## config.mk

```make
export PLATFORM = sky130hd
export DESIGN_NAME = multi_cycle_ctr_flat
export DESIGN_NICKNAME = d
export VERILOG_FILES = /design/src/rtl/multi_cycle_ctr_if.sv /design/src/rtl/multi_cycle_ctr.sv /design/src/flat_wrapper.sv
export SDC_FILE = /design/constraint.sdc
export NUM_CORES = 1
export LEC_CHECK = 0
export CAP_MARGIN = 30
export CORE_ASPECT_RATIO = 1.5
export CORE_MARGIN = 2
export CORE_UTILIZATION = 43
export DETAILED_ROUTE_END_ITERATION = 16
export PLACE_DENSITY = 0.83
export SLEW_MARGIN = 20
export SYNTH_ARGS = -nofsm -noshare
export SYNTH_HDL_FRONTEND = slang
export SYNTH_SLANG_ARGS = --single-unit
```

## constraint.sdc

```tcl
create_clock -name clk -period 2.27 [get_ports clk]
set_clock_uncertainty 0.2 [all_clocks]
set_input_delay 0.454 -clock clk [delete_from_list [all_inputs] [get_ports clk]]
set_output_delay 0.454 -clock clk [all_outputs]
set_load 0.005 [all_outputs]
```

## src/rtl/multi_cycle_ctr_if.sv

```systemverilog
// Control bus between the multi-cycle controller and its datapath.
// master: the controller (consumes opCode/memReady, drives the controls).
// slave:  the datapath/memory side (drives opCode/memReady, consumes the controls).
interface multi_cycle_ctr_if;
    logic [5:0] opCode;
    logic       memReady;
    logic       pcWrite;
    logic       pcWriteCond;
    logic       iorD;
    logic       memRead;
    logic       memWrite;
    logic       memToReg;
    logic       irWrite;
    logic       aluSrcA;
    logic       regWrite;
    logic       regDst;
    logic [1:0] aluOp;
    logic [1:0] aluSrcB;
    logic [1:0] pcSource;
    logic [3:0] state;
    logic       illegalOp;

    modport master (
        input  opCode, memReady,
        output pcWrite, pcWriteCond, iorD, memRead, memWrite, memToReg,
               irWrite, aluSrcA, regWrite, regDst, aluOp, aluSrcB, pcSource,
               state, illegalOp
    );

    modport slave (
        output opCode, memReady,
        input  pcWrite, pcWriteCond, iorD, memRead, memWrite, memToReg,
               irWrite, aluSrcA, regWrite, regDst, aluOp, aluSrcB, pcSource,
               state, illegalOp
    );
endinterface

```

## src/rtl/multi_cycle_ctr.sv

```systemverilog
// Multi-cycle MIPS-style main controller (Moore FSM).
// Control words are decoded from the next state and registered, so every
// output comes straight from a flop; the only combinational path is the
// memReady gating of pcWrite/irWrite while in FETCH.
// Optional feature: define CTR_ILLEGAL_TRAP_EN to send illegal opcodes to a
// sticky TRAP state that raises illegalOp until reset. Without it, illegal
// opcodes behave as a NOP and illegalOp is tied low.
module multi_cycle_ctr (
    input  logic              clk,
    input  logic              resetN,
    multi_cycle_ctr_if.master bus
);

    localparam logic [3:0] FETCH     = 4'd0;
    localparam logic [3:0] DECODE    = 4'd1;
    localparam logic [3:0] MEM_ADDR  = 4'd2;
    localparam logic [3:0] MEM_READ  = 4'd3;
    localparam logic [3:0] MEM_WB    = 4'd4;
    localparam logic [3:0] MEM_WRITE = 4'd5;
    localparam logic [3:0] EXECUTE   = 4'd6;
    localparam logic [3:0] R_WB      = 4'd7;
    localparam logic [3:0] BRANCH    = 4'd8;
    localparam logic [3:0] JUMP      = 4'd9;
`ifdef CTR_ILLEGAL_TRAP_EN
    localparam logic [3:0] TRAP      = 4'd10;
`endif

    localparam logic [5:0] OP_RTYPE  = 6'b000000;
    localparam logic [5:0] OP_LW     = 6'b100011;
    localparam logic [5:0] OP_SW     = 6'b101011;
    localparam logic [5:0] OP_BEQ    = 6'b000100;
    localparam logic [5:0] OP_J      = 6'b000010;

    // readyGated marks the state whose pcWrite/irWrite are qualified by memReady.
    typedef struct packed {
        logic       pcWrite;
        logic       pcWriteCond;
        logic       iorD;
        logic       memRead;
        logic       memWrite;
        logic       memToReg;
        logic       irWrite;
        logic       aluSrcA;
        logic       regWrite;
        logic       regDst;
        logic [1:0] aluOp;
        logic [1:0] aluSrcB;
        logic [1:0] pcSource;
        logic       readyGated;
`ifdef CTR_ILLEGAL_TRAP_EN
        logic       illegalOp;
`endif
    } ctrlWord_t;

    logic [3:0] state_r;
    logic [3:0] nextState_s;
    ctrlWord_t  ctrl_r;
    ctrlWord_t  ctrlNext_s;
    logic       fetchQual_s;

    // Control word for a given state; unlisted controls stay 0.
    function automatic ctrlWord_t decodeCtrl(input logic [3:0] st);
        ctrlWord_t c;
        c = '0;
        case (st)
            FETCH: begin
                c.memRead    = 1'b1;
                c.aluSrcB    = 2'b01;
                c.pcWrite    = 1'b1;
                c.irWrite    = 1'b1;
                c.readyGated = 1'b1;
            end
            DECODE: begin
                c.aluSrcB = 2'b11;
            end
            MEM_ADDR: begin
                c.aluSrcA = 1'b1;
                c.aluSrcB = 2'b10;
            end
            MEM_READ: begin
                c.memRead = 1'b1;
                c.iorD    = 1'b1;
            end
            MEM_WB: begin
                c.memToReg = 1'b1;
                c.regWrite = 1'b1;
            end
            MEM_WRITE: begin
                c.memWrite = 1'b1;
                c.iorD     = 1'b1;
            end
            EXECUTE: begin
                c.aluSrcA = 1'b1;
                c.aluOp   = 2'b10;
            end
            R_WB: begin
                c.regDst   = 1'b1;
                c.regWrite = 1'b1;
            end
            BRANCH: begin
                c.aluSrcA     = 1'b1;
                c.aluOp       = 2'b01;
                c.pcWriteCond = 1'b1;
                c.pcSource    = 2'b01;
            end
            JUMP: begin
                c.pcWrite  = 1'b1;
                c.pcSource = 2'b10;
            end
`ifdef CTR_ILLEGAL_TRAP_EN
            TRAP: begin
                c.illegalOp = 1'b1;
            end
`endif
            default: begin
                c = '0;
            end
        endcase
        return c;
    endfunction

    // Next-state selection; memReady only matters in FETCH, MEM_READ, MEM_WRITE.
    always_comb begin
        nextState_s = FETCH;
        case (state_r)
            FETCH: begin
                if (bus.memReady) begin
                    nextState_s = DECODE;
                end else begin
                    nextState_s = FETCH;
                end
            end
            DECODE: begin
                case (bus.opCode)
                    OP_LW, OP_SW: nextState_s = MEM_ADDR;
                    OP_RTYPE:     nextState_s = EXECUTE;
                    OP_BEQ:       nextState_s = BRANCH;
                    OP_J:         nextState_s = JUMP;
`ifdef CTR_ILLEGAL_TRAP_EN
                    default:      nextState_s = TRAP;
`else
                    default:      nextState_s = FETCH;
`endif
                endcase
            end
            MEM_ADDR: begin
                if (bus.opCode == OP_SW) begin
                    nextState_s = MEM_WRITE;
                end else begin
                    nextState_s = MEM_READ;
                end
            end
            MEM_READ: begin
                if (bus.memReady) begin
                    nextState_s = MEM_WB;
                end else begin
                    nextState_s = MEM_READ;
                end
            end
            MEM_WB:    nextState_s = FETCH;
            MEM_WRITE: begin
                if (bus.memReady) begin
                    nextState_s = FETCH;
                end else begin
                    nextState_s = MEM_WRITE;
                end
            end
            EXECUTE:   nextState_s = R_WB;
            R_WB:      nextState_s = FETCH;
            BRANCH:    nextState_s = FETCH;
            JUMP:      nextState_s = FETCH;
`ifdef CTR_ILLEGAL_TRAP_EN
            TRAP:      nextState_s = TRAP;
`endif
            default:   nextState_s = FETCH;
        endcase
    end

    // Pre-decode the control word of the state being entered.
    always_comb begin
        ctrlNext_s = decodeCtrl(nextState_s);
    end

    // State and control-word registers; reset overrides every transition.
    always_ff @(posedge clk) begin
        if (!resetN) begin
            state_r <= FETCH;
            ctrl_r  <= decodeCtrl(FETCH);
        end else begin
            state_r <= nextState_s;
            ctrl_r  <= ctrlNext_s;
        end
    end

    // In FETCH the PC and IR only load in the cycle memory delivers the word.
    always_comb begin
        if (ctrl_r.readyGated) begin
            fetchQual_s = bus.memReady;
        end else begin
            fetchQual_s = 1'b1;
        end
    end

    assign bus.pcWrite     = ctrl_r.pcWrite & fetchQual_s;
    assign bus.irWrite     = ctrl_r.irWrite & fetchQual_s;
    assign bus.pcWriteCond = ctrl_r.pcWriteCond;
    assign bus.iorD        = ctrl_r.iorD;
    assign bus.memRead     = ctrl_r.memRead;
    assign bus.memWrite    = ctrl_r.memWrite;
    assign bus.memToReg    = ctrl_r.memToReg;
    assign bus.aluSrcA     = ctrl_r.aluSrcA;
    assign bus.regWrite    = ctrl_r.regWrite;
    assign bus.regDst      = ctrl_r.regDst;
    assign bus.aluOp       = ctrl_r.aluOp;
    assign bus.aluSrcB     = ctrl_r.aluSrcB;
    assign bus.pcSource    = ctrl_r.pcSource;
    assign bus.state       = state_r;
`ifdef CTR_ILLEGAL_TRAP_EN
    assign bus.illegalOp   = ctrl_r.illegalOp;
`else
    assign bus.illegalOp   = 1'b0;
`endif

endmodule

```

## src/flat_wrapper.sv

```systemverilog
// flat-port wrapper written by rule: the top's interface ports become plain ports
module multi_cycle_ctr_flat 
  (clk, resetN, bus_opCode, bus_memReady, bus_pcWrite, bus_pcWriteCond, bus_iorD, bus_memRead, bus_memWrite, bus_memToReg, bus_irWrite, bus_aluSrcA, bus_regWrite, bus_regDst, bus_aluOp, bus_aluSrcB, bus_pcSource, bus_state, bus_illegalOp);
  multi_cycle_ctr_if bus_i ();
  input  logic clk;
  input  logic resetN;
  input wire logic [$bits(bus_i.opCode)-1:0] bus_opCode;
  input wire logic [$bits(bus_i.memReady)-1:0] bus_memReady;
  output wire logic [$bits(bus_i.pcWrite)-1:0] bus_pcWrite;
  output wire logic [$bits(bus_i.pcWriteCond)-1:0] bus_pcWriteCond;
  output wire logic [$bits(bus_i.iorD)-1:0] bus_iorD;
  output wire logic [$bits(bus_i.memRead)-1:0] bus_memRead;
  output wire logic [$bits(bus_i.memWrite)-1:0] bus_memWrite;
  output wire logic [$bits(bus_i.memToReg)-1:0] bus_memToReg;
  output wire logic [$bits(bus_i.irWrite)-1:0] bus_irWrite;
  output wire logic [$bits(bus_i.aluSrcA)-1:0] bus_aluSrcA;
  output wire logic [$bits(bus_i.regWrite)-1:0] bus_regWrite;
  output wire logic [$bits(bus_i.regDst)-1:0] bus_regDst;
  output wire logic [$bits(bus_i.aluOp)-1:0] bus_aluOp;
  output wire logic [$bits(bus_i.aluSrcB)-1:0] bus_aluSrcB;
  output wire logic [$bits(bus_i.pcSource)-1:0] bus_pcSource;
  output wire logic [$bits(bus_i.state)-1:0] bus_state;
  output wire logic [$bits(bus_i.illegalOp)-1:0] bus_illegalOp;
  assign bus_i.opCode = bus_opCode;
  assign bus_i.memReady = bus_memReady;
  assign bus_pcWrite = bus_i.pcWrite;
  assign bus_pcWriteCond = bus_i.pcWriteCond;
  assign bus_iorD = bus_i.iorD;
  assign bus_memRead = bus_i.memRead;
  assign bus_memWrite = bus_i.memWrite;
  assign bus_memToReg = bus_i.memToReg;
  assign bus_irWrite = bus_i.irWrite;
  assign bus_aluSrcA = bus_i.aluSrcA;
  assign bus_regWrite = bus_i.regWrite;
  assign bus_regDst = bus_i.regDst;
  assign bus_aluOp = bus_i.aluOp;
  assign bus_aluSrcB = bus_i.aluSrcB;
  assign bus_pcSource = bus_i.pcSource;
  assign bus_state = bus_i.state;
  assign bus_illegalOp = bus_i.illegalOp;
  multi_cycle_ctr u_core (.clk(clk), .resetN(resetN), .bus(bus_i));
endmodule
```

==> impl_metrics.tcl <==
set metrics [dict create \
    outcome "complete, no violations" \
    ys_top_cells_by_count "dfxtp_1, nor2_1, and3_1, buf_4, nand3_1" \
    placed_area_um2 1240 \
    grt.total_usage_pct 20.9 \
    postRouteWirelength_um 2140 \
    grt_pass1_vias 816 \
    nNetsFinal 147 \
    p_total_uw 615 \
    die_area_um2 2400 \
    ir_drop_mv 0.270 \
    start_util_pct 46.1 \
    ys_types 36 \
    areaGrowthSynthToFinish_pct 52.6 \
    grt_first_pass_wirelength_um 3480 \
    yosysMostFrequentCell "dfxtp_1" \
    yosysSeqAreaShare_pct 41.6 \
    dr.pass1.iters 4 \
    antenna_found_initial 0 \
    synthesis.nets 106 \
    cts-htree-levels 1 \
    die_h_um 59.0 \
    synth_edf_count 0 \
    clk_latency_ns 0.29 \
    drc 0 \
    synth-async-reset-ratio_pct 0 \
    cts_tree "built" \
    yosys-top-cells-area "dfxtp_1, buf_4, and3_1, nand3_1, nor2_1" \
    via_per_inst 5.49 \
    dp_cells 154 \
    gp_congestion 0.954 \
    row_count 19 \
    instances_no_fill 158 \
    clk_pin_slew_ns 0.10 \
    synthFlopType "dfxtp_1" \
    hold_viol 0 \
    vias 867 \
    leakagePower_uw 0.000540 \
    cts_max_path_buffers 2 \
    netlist_instances 97 \
    fin_crit_sh_pct 97.0 \
    core_area_um2 1880 \
    final_antenna_net_count 0 \
    wl_per_cell_um 13.5 \
    numPortBuffers 28 \
    powerDensity_nw_per_um2 465 \
    crit_arrival_ns 2.19 \
    ioPinCount 30 \
    setup-violations-final 0 \
    fillers 140 \
    synth_top_cell_by_area "dfxtp_1" \
    synth_top_area_share_pct 41.6 \
    critPathKind "input pin to register" \
    worstPathRequired_ns 2.26 \
    fin_hold_ws_ns 0.445 \
    startpoint_type "input pin" \
    cts_made_buffers 3 \
    diodes 0 \
    layout-drive-gt1-share_pct 27.7 \
    grt_start_max_net_pins 13 \
    drtIter0Drc 23 \
    end_kind "register" \
    synth_seq_cells 18 \
    cts_root_buf "clkbuf_4" \
    yosys_warnings 0 \
    netlist_area_um2 866 \
    fin_area_um2 1320 \
    fp.dieW_um 40.6 \
    dpl.hpwl_um 1570 \
    fmax_mhz 454 \
    critical_path_peak_fanout 4 \
    place_ws_ns -0.298 \
    setup_ws_ns 0.0688 \
    avgSynthCellArea_um2 8.93 \
    numClockSinks 18 \
    holdBufCountCts 0 \
    holdCritPathClass "register to register" \
    grt_overflow 0 \
    drv_slew 0 \
    drv_cap 0 \
    min_period_ns 2.20 \
]
==> critical path, cell delays in order <==
cell and delay [ns]:
clkdlybuf4s50_1 0.43, buf_4 0.16, nor4_2 0.34, o211ai_1 0.16
and3_2 0.29, and2_4 0.17, a31o_2 0.19
==> per-layer routing <==
layer	share of wire (%)	track usage, %
met1	40	26.0
met2	52	32.9
met3	4.1	4.15
met4	3.6	10.5
met5	0	0
==> registers in the layout (all words and copies together), names as in the netlist, 2 cells and up <==
register,count
u_core.bus.state,4
u_core.bus.aluOp,2
u_core.ctrl_r,2
u_core.bus.aluSrcB,2
==> where the power goes <==
group	leakage, uW	internal (uW)	switching [uW]
clock	0.0000210	97.7	98.6
combinational	0.000373	54.5	40.4
sequential	0.000146	322	1.91
==> through the flow <==
step	util (%)	TNS, ns
CTS	68.4	0
global route	70.4	-0.0108
global placement	66.2	-3.14
detailed placement	66.2	-3.32
finish	70.4	0
floorplan	-	0
==> layout make-up <==
class / instances / area (um^2) / share of cell area [%]
Tap cell: 21 / 26.3 / 1.99
Sequential cell: 18 / 360 / 27.3
Multi-Input combinational cell: 64 / 458 / 34.7
Inverter: 3 / 11.3 / 0.852
Timing Repair Buffer: 48 / 429 / 32.5
Clock buffer: 4 / 36.3 / 2.75
==> repair_timing <==
item | 4_1_cts | 5_1_grt
pin swaps | 0 | 1
resized for setup | 3 | 9
setup buffers | 0 | 0
endpoints found under the setup margin | 4 | 11
==> layout by cell type, fill, tap and decap left out, types with 2 or more instances in the layout <==
cell type        netlist  final
and2_1                 2      2
and3_1                 7      6
buf_4                  7     20
clkbuf_4               0      3
clkdlybuf4s50_1        0     27
dfxtp_1               18     18
inv_1                  3      3
nand2_1                4      4
nand3_1                6      5
nand3b_1               2      2
nor2_1                 8      8
nor3_1                 4      3
nor3b_1                2      2
nor4_1                 3      2
o211ai_1               4      4
or4b_4                 2      3
==> cell families (layout without fill, tap and decap cells) <==
| kind of cell | Yosys count | in the layout | synth area share, % |
|---|---|---|---|
| other | 1 | 1 | 0.433 |
| flip-flops | 18 | 18 | 41.6 |
| AND/OR/NAND/NOR | 49 | 49 | 35.7 |
| XOR/XNOR | 1 | 1 | 1.01 |
| buffers and inverters | 15 | 55 | 10.5 |
| AO/OA/AOI/OAI | 13 | 13 | 10.7 |
==> final timing paths <==
check	startpoint	to	slack [ns]	cells past startpoint
setup / recovery	bus_opCode[0]	u_core.bus.iorD	0.07	7
hold / removal	u_core.bus.state[3]	u_core.bus.state[0]	0.45	2
setup reg to reg	u_core.bus.state[2]	u_core.bus.aluSrcB[1]	0.09	4
hold reg to reg	u_core.bus.state[3]	u_core.bus.state[0]	0.45	2
Power figures use the tool's default switching activity.
